File: config.mk
export PLATFORM = sky130hd
export DESIGN_NAME = fp_mul_iter
export DESIGN_NICKNAME = d
export VERILOG_FILES = /design/src/rtl/fp_mul_pkg.sv /design/src/rtl/fp_mul_classify.sv /design/src/rtl/fp_mul_iter.sv
export SDC_FILE = /design/constraint.sdc
export NUM_CORES = 1
export LEC_CHECK = 0
export CORE_ASPECT_RATIO = 2
export CORE_MARGIN = 2
export CORE_UTILIZATION = 57
export CTS_CLUSTER_SIZE = 8
export DETAILED_ROUTE_END_ITERATION = 10
export GPL_ROUTABILITY_DRIVEN = 1
export PLACE_DENSITY = 0.92
export SYNTH_ARGS = -nofsm -noshare
export SYNTH_HDL_FRONTEND = slang
export SYNTH_SLANG_ARGS = --single-unit
File: constraint.sdc
create_clock -name clk -period 3.9 [get_ports clk]
set_clock_uncertainty 0.1 [all_clocks]
set_input_delay 1.17 -clock clk [delete_from_list [all_inputs] [get_ports clk]]
set_output_delay 1.17 -clock clk [all_outputs]
set_load 0.01 [all_outputs]
File: src/rtl/fp_mul_pkg.sv
// Shared types for the iterative floating-point multiplier.
// Latency: n/a (types, constants and a constant function only).
// Backpressure: n/a.
package fp_mul_pkg;

  typedef enum logic [2:0] {IDLE, CLASS, MUL, NORM, ROUND, DONE} state_t;

  typedef enum logic [1:0] {FP_ZERO, FP_NORM, FP_INF, FP_NAN} fp_class_t;

  // Bit positions inside the 4-bit flags output {invalid, overflow, underflow, inexact}.
  localparam int FLG_INV = 3;
  localparam int FLG_OVF = 2;
  localparam int FLG_UNF = 1;
  localparam int FLG_INX = 0;

  function automatic int bias(input int exp_bits);
    return (1 << (exp_bits - 1)) - 1;
  endfunction

endpackage

File: src/rtl/fp_mul_classify.sv
// Classifies one packed {sign, exponent, fraction} operand as zero / normal / inf / NaN.
// Latency: combinational.
// Backpressure: none.
// Ports: op_i - packed operand; cls_o - class. Exponent 0 counts as zero (denormals flushed).
module fp_classify
  import fp_mul_pkg::*;
#(
  parameter int EXP_BITS  = 8,
  parameter int FRAC_BITS = 23
) (
  input  logic [EXP_BITS+FRAC_BITS:0] op_i,
  output fp_class_t                   cls_o
);

  logic [EXP_BITS-1:0]  exp_w;
  logic [FRAC_BITS-1:0] frac_w;
  logic                 unused_sign;

  assign exp_w       = op_i[FRAC_BITS +: EXP_BITS];
  assign frac_w      = op_i[FRAC_BITS-1:0];
  assign unused_sign = op_i[EXP_BITS+FRAC_BITS];

  always_comb begin
    cls_o = FP_NORM;
    if (exp_w == '0) begin
      cls_o = FP_ZERO;
    end else if (exp_w == '1) begin
      cls_o = (frac_w == '0) ? FP_INF : FP_NAN;
    end
  end

endmodule

File: src/rtl/fp_mul_iter.sv
// Iterative shift-add floating-point multiplier, round-to-nearest-even, denormals flushed to zero.
// Latency: MANT_W+3 cycles accept-to-out_valid for finite nonzero operands, 2 cycles for specials.
// Backpressure: single op in flight; in_ready only in IDLE, result held in DONE until out_ready.
// Ports: clk/reset (sync, active-high); in_valid/in_ready/a/b operand handshake;
//        out_valid/out_ready/result/flags result handshake, flags = {invalid, overflow, underflow, inexact}.
module fp_mul_iter
  import fp_mul_pkg::*;
#(
  parameter int EXP_BITS  = 8,
  parameter int FRAC_BITS = 23
) (
  input  logic                          clk,
  input  logic                          reset,
  input  logic                          in_valid,
  output logic                          in_ready,
  input  logic [EXP_BITS+FRAC_BITS:0]   a,
  input  logic [EXP_BITS+FRAC_BITS:0]   b,
  output logic                          out_valid,
  input  logic                          out_ready,
  output logic [EXP_BITS+FRAC_BITS:0]   result,
  output logic [3:0]                    flags
);

  localparam int W      = 1 + EXP_BITS + FRAC_BITS;
  localparam int MANT_W = FRAC_BITS + 1;
  localparam int PW     = 2 * MANT_W;
  localparam int XW     = EXP_BITS + 2;
  localparam int CW     = $clog2(MANT_W);

  localparam logic [XW-1:0] BIAS_X   = XW'(bias(EXP_BITS));
  localparam logic [XW-1:0] EMAX_X   = {2'b00, {EXP_BITS{1'b1}}};
  localparam logic [CW-1:0] CNT_LAST = CW'(MANT_W - 1);

  localparam logic [W-1:0] QNAN = {1'b0, {EXP_BITS{1'b1}}, 1'b1, {(FRAC_BITS-1){1'b0}}};

  state_t               state_q, state_d;
  logic [W-1:0]         a_q, a_d, b_q, b_d;
  logic [PW-1:0]        prod_q, prod_d;
  logic [MANT_W-1:0]    mcand_q, mcand_d;
  logic [XW-1:0]        exp_q, exp_d;
  logic                 sign_q, sign_d;
  logic [CW-1:0]        cnt_q, cnt_d;
  logic                 spec_q, spec_d;
  logic [W-1:0]         result_q, result_d;
  logic [3:0]           flags_q, flags_d;

  fp_class_t            cls_a, cls_b;

  fp_classify #(.EXP_BITS(EXP_BITS), .FRAC_BITS(FRAC_BITS)) u_cls_a (.op_i(a_q), .cls_o(cls_a));
  fp_classify #(.EXP_BITS(EXP_BITS), .FRAC_BITS(FRAC_BITS)) u_cls_b (.op_i(b_q), .cls_o(cls_b));

  // Special-case result, computed from the captured operands.
  logic          special;
  logic [W-1:0]  spec_res;
  logic          spec_inv;
  logic          sign_ab;

  assign sign_ab = a_q[W-1] ^ b_q[W-1];
  assign special = (cls_a != FP_NORM) || (cls_b != FP_NORM);

  always_comb begin
    spec_res = {sign_ab, {(W-1){1'b0}}};
    spec_inv = 1'b0;
    if (cls_a == FP_NAN || cls_b == FP_NAN ||
        (cls_a == FP_INF && cls_b == FP_ZERO) || (cls_a == FP_ZERO && cls_b == FP_INF)) begin
      spec_res = QNAN;
      spec_inv = 1'b1;
    end else if (cls_a == FP_INF || cls_b == FP_INF) begin
      spec_res = {sign_ab, {EXP_BITS{1'b1}}, {FRAC_BITS{1'b0}}};
    end
  end

  // One shift-add step: the low half of prod_q starts as the multiplier and is consumed LSB first,
  // the high half accumulates; the whole register shifts right each step.
  logic [MANT_W:0] acc;
  assign acc = {1'b0, prod_q[PW-1:MANT_W]} + (prod_q[0] ? {1'b0, mcand_q} : '0);

  // Rounding on the normalised product: leading one sits at bit 2*FRAC_BITS.
  logic [MANT_W-1:0]    mant;
  logic                 guard, sticky, round_up;
  logic [MANT_W:0]      mant_r;
  logic [XW-1:0]        exp_r;
  logic [FRAC_BITS-1:0] frac_r;
  logic                 unused_hidden;

  assign mant          = prod_q[2*FRAC_BITS -: MANT_W];
  assign guard         = prod_q[FRAC_BITS-1];
  assign sticky        = |prod_q[FRAC_BITS-2:0];
  assign round_up      = guard & (sticky | mant[0]);
  assign mant_r        = {1'b0, mant} + {{MANT_W{1'b0}}, round_up};
  // Carry out of the mantissa means 10.000..0: fraction becomes zero, exponent bumps.
  assign exp_r         = exp_q + {{(XW-1){1'b0}}, mant_r[MANT_W]};
  assign frac_r        = mant_r[MANT_W] ? '0 : mant_r[FRAC_BITS-1:0];
  assign unused_hidden = mant_r[FRAC_BITS];

  always_comb begin
    state_d  = state_q;
    a_d      = a_q;
    b_d      = b_q;
    prod_d   = prod_q;
    mcand_d  = mcand_q;
    exp_d    = exp_q;
    sign_d   = sign_q;
    cnt_d    = cnt_q;
    spec_d   = spec_q;
    result_d = result_q;
    flags_d  = flags_q;

    unique case (state_q)
      IDLE: begin
        if (in_valid) begin
          a_d     = a;
          b_d     = b;
          flags_d = '0;
          spec_d  = 1'b0;
          state_d = CLASS;
        end
      end
      CLASS: begin
        sign_d = sign_ab;
        if (special) begin
          // Specials spend a second CLASS cycle before the result is registered.
          if (!spec_q) begin
            spec_d = 1'b1;
          end else begin
            spec_d            = 1'b0;
            result_d          = spec_res;
            flags_d           = '0;
            flags_d[FLG_INV]  = spec_inv;
            state_d           = DONE;
          end
        end else begin
          mcand_d = {1'b1, a_q[FRAC_BITS-1:0]};
          prod_d  = {{MANT_W{1'b0}}, 1'b1, b_q[FRAC_BITS-1:0]};
          exp_d   = {2'b00, a_q[FRAC_BITS +: EXP_BITS]} + {2'b00, b_q[FRAC_BITS +: EXP_BITS]} - BIAS_X;
          cnt_d   = '0;
          state_d = MUL;
        end
      end
      MUL: begin
        prod_d = {acc, prod_q[MANT_W-1:1]};
        cnt_d  = cnt_q + 1'b1;
        if (cnt_q == CNT_LAST) begin
          state_d = NORM;
        end
      end
      NORM: begin
        if (prod_q[PW-1]) begin
          // Keep the bit shifted out folded into bit 0 so it still contributes to sticky.
          prod_d = {1'b0, prod_q[PW-1:2], prod_q[1] | prod_q[0]};
          exp_d  = exp_q + 1'b1;
        end
        state_d = ROUND;
      end
      ROUND: begin
        result_d         = {sign_q, exp_r[EXP_BITS-1:0], frac_r};
        flags_d          = '0;
        flags_d[FLG_INX] = guard | sticky;
        if (!exp_r[XW-1] && exp_r >= EMAX_X) begin
          result_d         = {sign_q, {EXP_BITS{1'b1}}, {FRAC_BITS{1'b0}}};
          flags_d[FLG_OVF] = 1'b1;
          flags_d[FLG_INX] = 1'b1;
        end else if (exp_r[XW-1] || exp_r == '0) begin
          result_d         = {sign_q, {(W-1){1'b0}}};
          flags_d[FLG_UNF] = 1'b1;
          flags_d[FLG_INX] = 1'b1;
        end
        state_d = DONE;
      end
      DONE: begin
        if (out_ready) begin
          state_d = IDLE;
        end
      end
      default: state_d = IDLE;
    endcase
  end

  always_ff @(posedge clk) begin
    if (reset) begin
      state_q  <= IDLE;
      a_q      <= '0;
      b_q      <= '0;
      prod_q   <= '0;
      mcand_q  <= '0;
      exp_q    <= '0;
      sign_q   <= 1'b0;
      cnt_q    <= '0;
      spec_q   <= 1'b0;
      result_q <= '0;
      flags_q  <= '0;
    end else begin
      state_q  <= state_d;
      a_q      <= a_d;
      b_q      <= b_d;
      prod_q   <= prod_d;
      mcand_q  <= mcand_d;
      exp_q    <= exp_d;
      sign_q   <= sign_d;
      cnt_q    <= cnt_d;
      spec_q   <= spec_d;
      result_q <= result_d;
      flags_q  <= flags_d;
    end
  end

  assign in_ready  = (state_q == IDLE);
  assign out_valid = (state_q == DONE);
  assign result    = result_q;
  assign flags     = flags_q;

endmodule

==> metrics.yaml, run 1 <==
crit_arrival_ns: 4.08
die_h_um: 192
wl_mm: 27.0
reg2reg_to: "result[12]$_SDFFE_PP0P_"
worst_slack_ns: 0.103
dr.pass1.iters: 6
tightest_slew_ns: 1.14
clk_latency_ns: 0.45
rr_startpoint: "prod_q[31]$_SDFFE_PP0P_"
fp.dieArea_mm2: 0.0188
dp.cells: 1562
drive_gt1_share_pct: 6.70
vias: 9830
min_period_ns: 3.80
boundaryPins: 106
worstSetupPathType: "flop to flop"
max_freq_ghz: 0.263
grt_max_degree: 80
p_sw_w: 0.00236
cp-start-kind: "flop"
grt-ovfl-total: 0
internal-power_w: 0.00382
cp.required_ns: 4.19
total_power_w: 0.00617
hp-class: "flop to flop"
grt_pass1_wl_mm: 43.4
drv_slew: 0
fin_nets: 1490
ys_seq_area_share_pct: 38.2
power.density_mw_per_mm2: 518
fin_util_pct: 69.0
final_cells: 1599
ys_seq_elements: 192
relSlewSlack_pct: 23.4
rows: 68
synth_top_family_by_area: "simple AND/OR/NAND/NOR gates"
diodes: 0
worstSetupStartpoint: "prod_q[31]$_SDFFE_PP0P_"
synth_top_cell_area_share_pct: 38.2
pwr-share-seq_pct: 41.3
clk_path_buf_depth: 2
hold_violations: 0
yosys.area_share.xor_xnor_pct: 4.71
pwr-share-comb_pct: 30.0
synth.net_count: 1423
start_util_pct: 58.2
p_leak_nw: 4.36
synth_flop_cell: "dfxtp_1"
synth_compound_area_share_pct: 20.7
post_drt_via_cell_ratio: 6.15
io_buffer_count: 105
rrSetupSlack_ns: 0.10
fillCellCount: 1333
post-route-drc-count: 0
swShare_pct: 38.2
setup_violations: 0
tritoncts: "built"
antenna_found_initial: 0
grt_usage_pct: 28.0
ant_nets: 0
synth.area.mux_share_pct: 0.299
gp_congestion: 0.978
synthArstFlopShare_pct: 0
status: "complete, no violations"
pre_cts_slack_ns: -0.0203
synth-edff-count: 0
synth_warnings: 0
path_max_fanout: 11
synth_area_leader_cell: "dfxtp_1"
clock_sinks: 192
yosys-top-cells-area: "dfxtp_1 (38%), nand2_1 (12%), a21oi_1 (7.6%), ha_1 (5.5%), nor2_1 (3.5%)"
area_growth_pct: 18.5
synth_area_per_cell_um2: 7.68
htreeDepth: 4
die_w_um: 97.9
endpoint: "result[12]$_SDFFE_PP0P_"
synth-adder-area-share_pct: 5.88
crit_path_end_kind: "flop"
wl_per_cell_um: 16.9
synth_area_mm2: 0.0101
post-dp-hpwl_mm: 18.6
min_period_over_period_pct: 97.4
max-cap-violations: 0
cts-root-buf: "clkbuf_16"
grt_pass1_vias: 9439
postSynthCellCount: 1309
clk_transition_reported_paths_ns: 0.08
core_area_mm2: 0.0173
peakVddDrop_uv: 368
pwr-share-clk_pct: 28.7
drt-initial-drc-count: 818
synth_cell_type_count: 78
synth-simple-area-share_pct: 26.1
cts_buffers: 17
r2r_cells: 15
==> layout by cell type, fill, tap and decap left out, drive strengths merged, types with 5 or more instances in the layout <==
| master | n |
|---|---|
| or3 | 7 |
| xor2 | 26 |
| nor4 | 20 |
| a311oi | 27 |
| a21o | 11 |
| nand2 | 318 |
| o21a | 6 |
| nor2b | 8 |
| clkbuf | 17 |
| inv | 20 |
| xnor2 | 28 |
| clkdlybuf4s50 | 104 |
| and3 | 14 |
| nand2b | 6 |
| ha | 44 |
| nand4 | 16 |
| dfxtp | 192 |
| nor2 | 95 |
| and2 | 35 |
| nor3 | 21 |
| clkinv | 8 |
| o22ai | 5 |
| buf | 23 |
| a22oi | 7 |
| a21oi | 154 |
| o21ai | 68 |
| a211oi | 13 |
| nand3 | 31 |
==> stage by stage <==
stage	hold slack (ns)	setup TNS [ns]	instance area [um^2]
2_1_floorplan	0.332	0	10100
3_3_place_gp	0.337	0	11200
3_5_place_dp	0.340	-0.0590	11200
4_1_cts	0.350	0	11800
5_1_grt	0.373	-0.130	11900
6_report	0.345	0	11900
==> how the worst min path moves through the flow <==
stage,from,endpoint,slack (ns),cells after the start
after floorplan,mcand_q[0]$_SDFFE_PP0P_,mcand_q[0]$_SDFFE_PP0P_,0.33,2
after global placement,result[10]$_SDFFE_PP0P_,result[10]$_SDFFE_PP0P_,0.34,2
after detailed placement,result[21]$_SDFFE_PP0P_,result[21]$_SDFFE_PP0P_,0.34,2
after CTS,result[21]$_SDFFE_PP0P_,result[21]$_SDFFE_PP0P_,0.35,2
after global routing,result[23]$_SDFFE_PP0P_,result[23]$_SDFFE_PP0P_,0.37,2
final,result[21]$_SDFFE_PP0P_,result[21]$_SDFFE_PP0P_,0.35,2
==> power by group through the flow <==
stage | clock network [W] | registers [W] | logic, W
4_1_cts | 0.00178 | 0.00253 | 0.00180
3_5_place_dp | 0 | 0.00257 | 0.00175
6_report | 0.00177 | 0.00255 | 0.00185
2_1_floorplan | 0 | 0.00248 | 0.00132
3_3_place_gp | 0 | 0.00256 | 0.00171
5_1_grt | 0.00185 | 0.00258 | 0.00203
==> synthesized netlist by cell type, drive strengths merged, types with 6 or more instances <==
cell type  instances
nand2            318
dfxtp            192
a21oi            154
nor2              95
o21ai             68
clkbuf            58
ha                44
and2              35
nand3             31
xnor2             28
a311oi            27
xor2              26
buf               23
nor3              21
nor4              20
nand4             16
and3              14
inv               14
a211oi            13
a21o              11
nor2b              8
a22oi              7
nand2b             6
o21a               6
==> layout make-up <==
class | count | area [um^2] | area share, %
multi-input combinational | 1023 | 5910 | 49.6
sequential | 192 | 3850 | 32.3
timing repair buffer | 127 | 1230 | 10.3
clock buffer | 17 | 425 | 3.57
tap | 210 | 263 | 2.21
clock inverter | 15 | 186 | 1.56
inverter | 15 | 56.3 | 0.473
==> flip-flops by register name, summed over array words and instances, names as in the netlist <==
name	count
sign_q	1
cnt_q	5
a_q	32
prod_q	48
spec_q	1
exp_q	10
result	32
b_q	32
mcand_q	24
state_q	3
flags	4
==> repair_timing <==
action | in CTS | in global routing
cloned | 0 | 2
setup endpoints to repair | 26 | 29
pin swaps | 1 | 5
setup buffers | 0 | 3
resized for setup | 1 | 17
hold buffers | 0 | 0
==> per-layer routing <==
metal  track usage (%)  routed length (um)
met1              29.0                9680
met2              50.5               14100
met3              4.62                1480
met4              19.7                1710
met5                 0                   0
==> critical path, stage by stage, from the launching register on <==
cell	delay, ns
dfxtp_2	0.38
and3_1	0.22
and3_4	0.22
nand4_1	0.24
nor4_4	0.33
and3_4	0.25
ha_2	0.21
ha_4	0.17
nand3_4	0.12
nor2_2	0.22
xnor2_2	0.16
o41a_1	0.20
nand4_1	0.11
buf_4	0.20
or3_4	0.45
o21ai_1	0.15
==> cells by family (layout without fill, tap and decap cells) <==
logic type / count (synthesis) / after routing
AO/OA/AOI/OAI: 334 / 334
XOR/XNOR: 54 / 54
adder cells (fa/ha/maj): 46 / 46
buffers and inverters: 96 / 174
flip-flops: 192 / 192
multiplexers: 3 / 3
AND/OR/NAND/NOR: 584 / 586
No activity file was read; power rests on OpenSTA's default activity.
==> run 2, diff against run 1 <==
- PLACE_DENSITY: 0.92 -> 0.8
==> metrics.yaml, run 2 (synthesis results as in run 1) <==
drive_gt1_share_pct: 6.78  # +0.082 points
peakVddDrop_uv: 305  # -17%
fin_nets: 1488  # -0.13%
io_buffer_count: 105  # unchanged
final_common_cell: "nand2_1"
die_h_um: 192  # unchanged
pwr-share-clk_pct: 28.2  # -0.5 points
grt_max_degree: 78  # -2.5%
post-dp-hpwl_mm: 18.3  # -1.6%
hold_violations: 0  # unchanged
clk_path_buf_depth: 2  # unchanged
max-cap-violations: 0  # unchanged
grt_usage_pct: 26.6  # -1.4 points
worst-path-buf-inv: 0  # -1
internal-power_w: 0.00379  # -0.76%
cp-start-kind: "flop"
drv_slew: 0  # unchanged
grt_pass1_wl_mm: 41.2  # -5.1%
wl_per_cell_um: 15.9  # -5.7%
core_area_mm2: 0.0173  # unchanged
diodes: 0  # unchanged
post_drt_via_cell_ratio: 5.91  # -3.9%
total_power_w: 0.00602  # -2.4%
relSlewSlack_pct: 25.6  # +2.2 points
fp.dieArea_mm2: 0.0188  # unchanged
cts-root-buf: "clkbuf_16"
tritoncts: "built"
clock_sinks: 192  # unchanged
timing.hold.ws_ns: 0.347  # +0.00206 ns
setup_violations: 0  # unchanged
pwr-share-comb_pct: 29.6  # -0.4 points
largest_reg_flops: 48  # unchanged
p_sw_w: 0.00224  # -5.1%
clk_transition_reported_paths_ns: 0.08  # about the same
power.density_mw_per_mm2: 508  # -2.1%
boundaryPins: 106  # unchanged
fillCellCount: 1471  # +10%
area_growth_pct: 18.1
wl_mm: 25.4  # -5.8%
regMostFlops: "prod_q"
antenna_found_initial: 0  # unchanged
cp.required_ns: 4.18  # about the same
slowest_stage: "or3_4"
crit_arrival_ns: 3.96  # -0.12 ns
grt_pass1_vias: 8746  # -7.3%
crit_path_end_kind: "flop"
swShare_pct: 37.1  # -1.1 points
rsz0062_at_grt: "false"
worstSetupPathType: "flop to flop"
cts_buffers: 17  # unchanged
rows: 68  # unchanged
max_freq_ghz: 0.272  # +3.1%
p_leak_nw: 4.34  # -0.36%
ant_nets: 0  # unchanged
path_max_fanout: 6  # -5
max_stage_delay_ns: 0.51  # +0.06 ns
clk_latency_ns: 0.44  # about the same
dr.pass1.iters: 5  # -1
tightest_slew_ns: 1.11  # -0.0271 ns
drt-initial-drc-count: 491  # -40%
grt-ovfl-total: 0  # unchanged
crit_path_frequent_cell: "and3_4"
rrSetupSlack_ns: 0.22  # +0.11 ns
gp_congestion: 0.866  # -11%
htreeDepth: 4  # unchanged
status: "complete, no violations"
fin_setup_tns_ns: 0  # unchanged
layout_common_cells: "nand2_1 (316), dfxtp_1 (189), a21oi_1 (152), clkdlybuf4s50_1 (104), nor2_1 (90)"
min_period_ns: 3.68  # -0.115 ns
post-route-drc-count: 0  # unchanged
hp-class: "flop to flop"
pwr-share-seq_pct: 42.2  # +0.9 points
vias: 9438  # -4.0%
crit_chain: "and3_4 -> and3_4 -> nand4_1 -> nor4_4 -> and3_4 -> ha_2 -> ha_4 -> nand3_4 -> nor2_4 -> xnor2_2 -> o41a_1 -> nand4_1 -> or3_4 -> o21ai_0"
die_w_um: 97.9  # unchanged
start_util_pct: 58.2  # unchanged
cp_top_family: "simple AND/OR/NAND/NOR gates"
min_period_over_period_pct: 94.4  # -2.9 points
## run 2: final cells by class
cell class	count	area (um^2)	share of cell area, %
Timing Repair Buffer	125	1210	10.2
Clock inverter	14	121	1.02
Clock buffer	18	439	3.70
Sequential cell	192	3850	32.5
Inverter	15	56.3	0.474
Multi-Input combinational cell	1023	5930	49.9
Tap cell	210	263	2.21
## run 2: repair_timing
item                                    in CTS  in global routing
endpoints found under the setup margin       0                 28
buffers inserted                             0                  1
resized for setup                            0                 24
hold buffers                                 0                  0
## run 2: metrics by stage
step	worst slack (ns)	utilization [%]	std cells	cell area (um^2)
CTS	0.114	68.0	1594	11700
global route	0.0732	68.7	1597	11900
detailed placement	0.142	64.7	1562	11200
floorplan	0.572	-	1309	10100
finish	0.218	68.7	1597	11900
global placement	0.246	64.7	1562	11200
## run 2: layer usage
layer,GRT usage [%],part of all wire [%]
met5,0,0
met2,49.6,54
met3,3.13,3.6
met1,29.7,39
met4,12.6,3.2
## run 2: path summary, 6_finish.rpt
| kind | end | cells past startpoint | startpoint |
|---|---|---|---|
| worst max-delay path | result[2]$_SDFFE_PP0P_ | 14 | prod_q[31]$_SDFFE_PP0P_ |
| worst min-delay path | result[14]$_SDFFE_PP0P_ | 2 | result[14]$_SDFFE_PP0P_ |
| worst max register to register | result[2]$_SDFFE_PP0P_ | 14 | prod_q[31]$_SDFFE_PP0P_ |
| worst min register to register | result[14]$_SDFFE_PP0P_ | 2 | result[14]$_SDFFE_PP0P_ |
## run 2: power by group through the flow
stage / Combinational, W / Clock [W] / Sequential [W]
6_report: 0.00178 / 0.00170 / 0.00254
2_1_floorplan: 0.00132 / 0 / 0.00248
3_3_place_gp: 0.00172 / 0 / 0.00256
5_1_grt: 0.00198 / 0.00179 / 0.00258
3_5_place_dp: 0.00175 / 0 / 0.00258
4_1_cts: 0.00176 / 0.00171 / 0.00253
## run 2: worst reg2reg max path, cell delays in order, from the launching register on
cell	delay (ns)
dfxtp_1	0.35
and3_4	0.21
and3_4	0.21
nand4_1	0.22
nor4_4	0.33
and3_4	0.26
ha_2	0.22
ha_4	0.16
nand3_4	0.12
nor2_4	0.14
xnor2_2	0.14
o41a_1	0.22
nand4_1	0.28
or3_4	0.52
o21ai_0	0.16
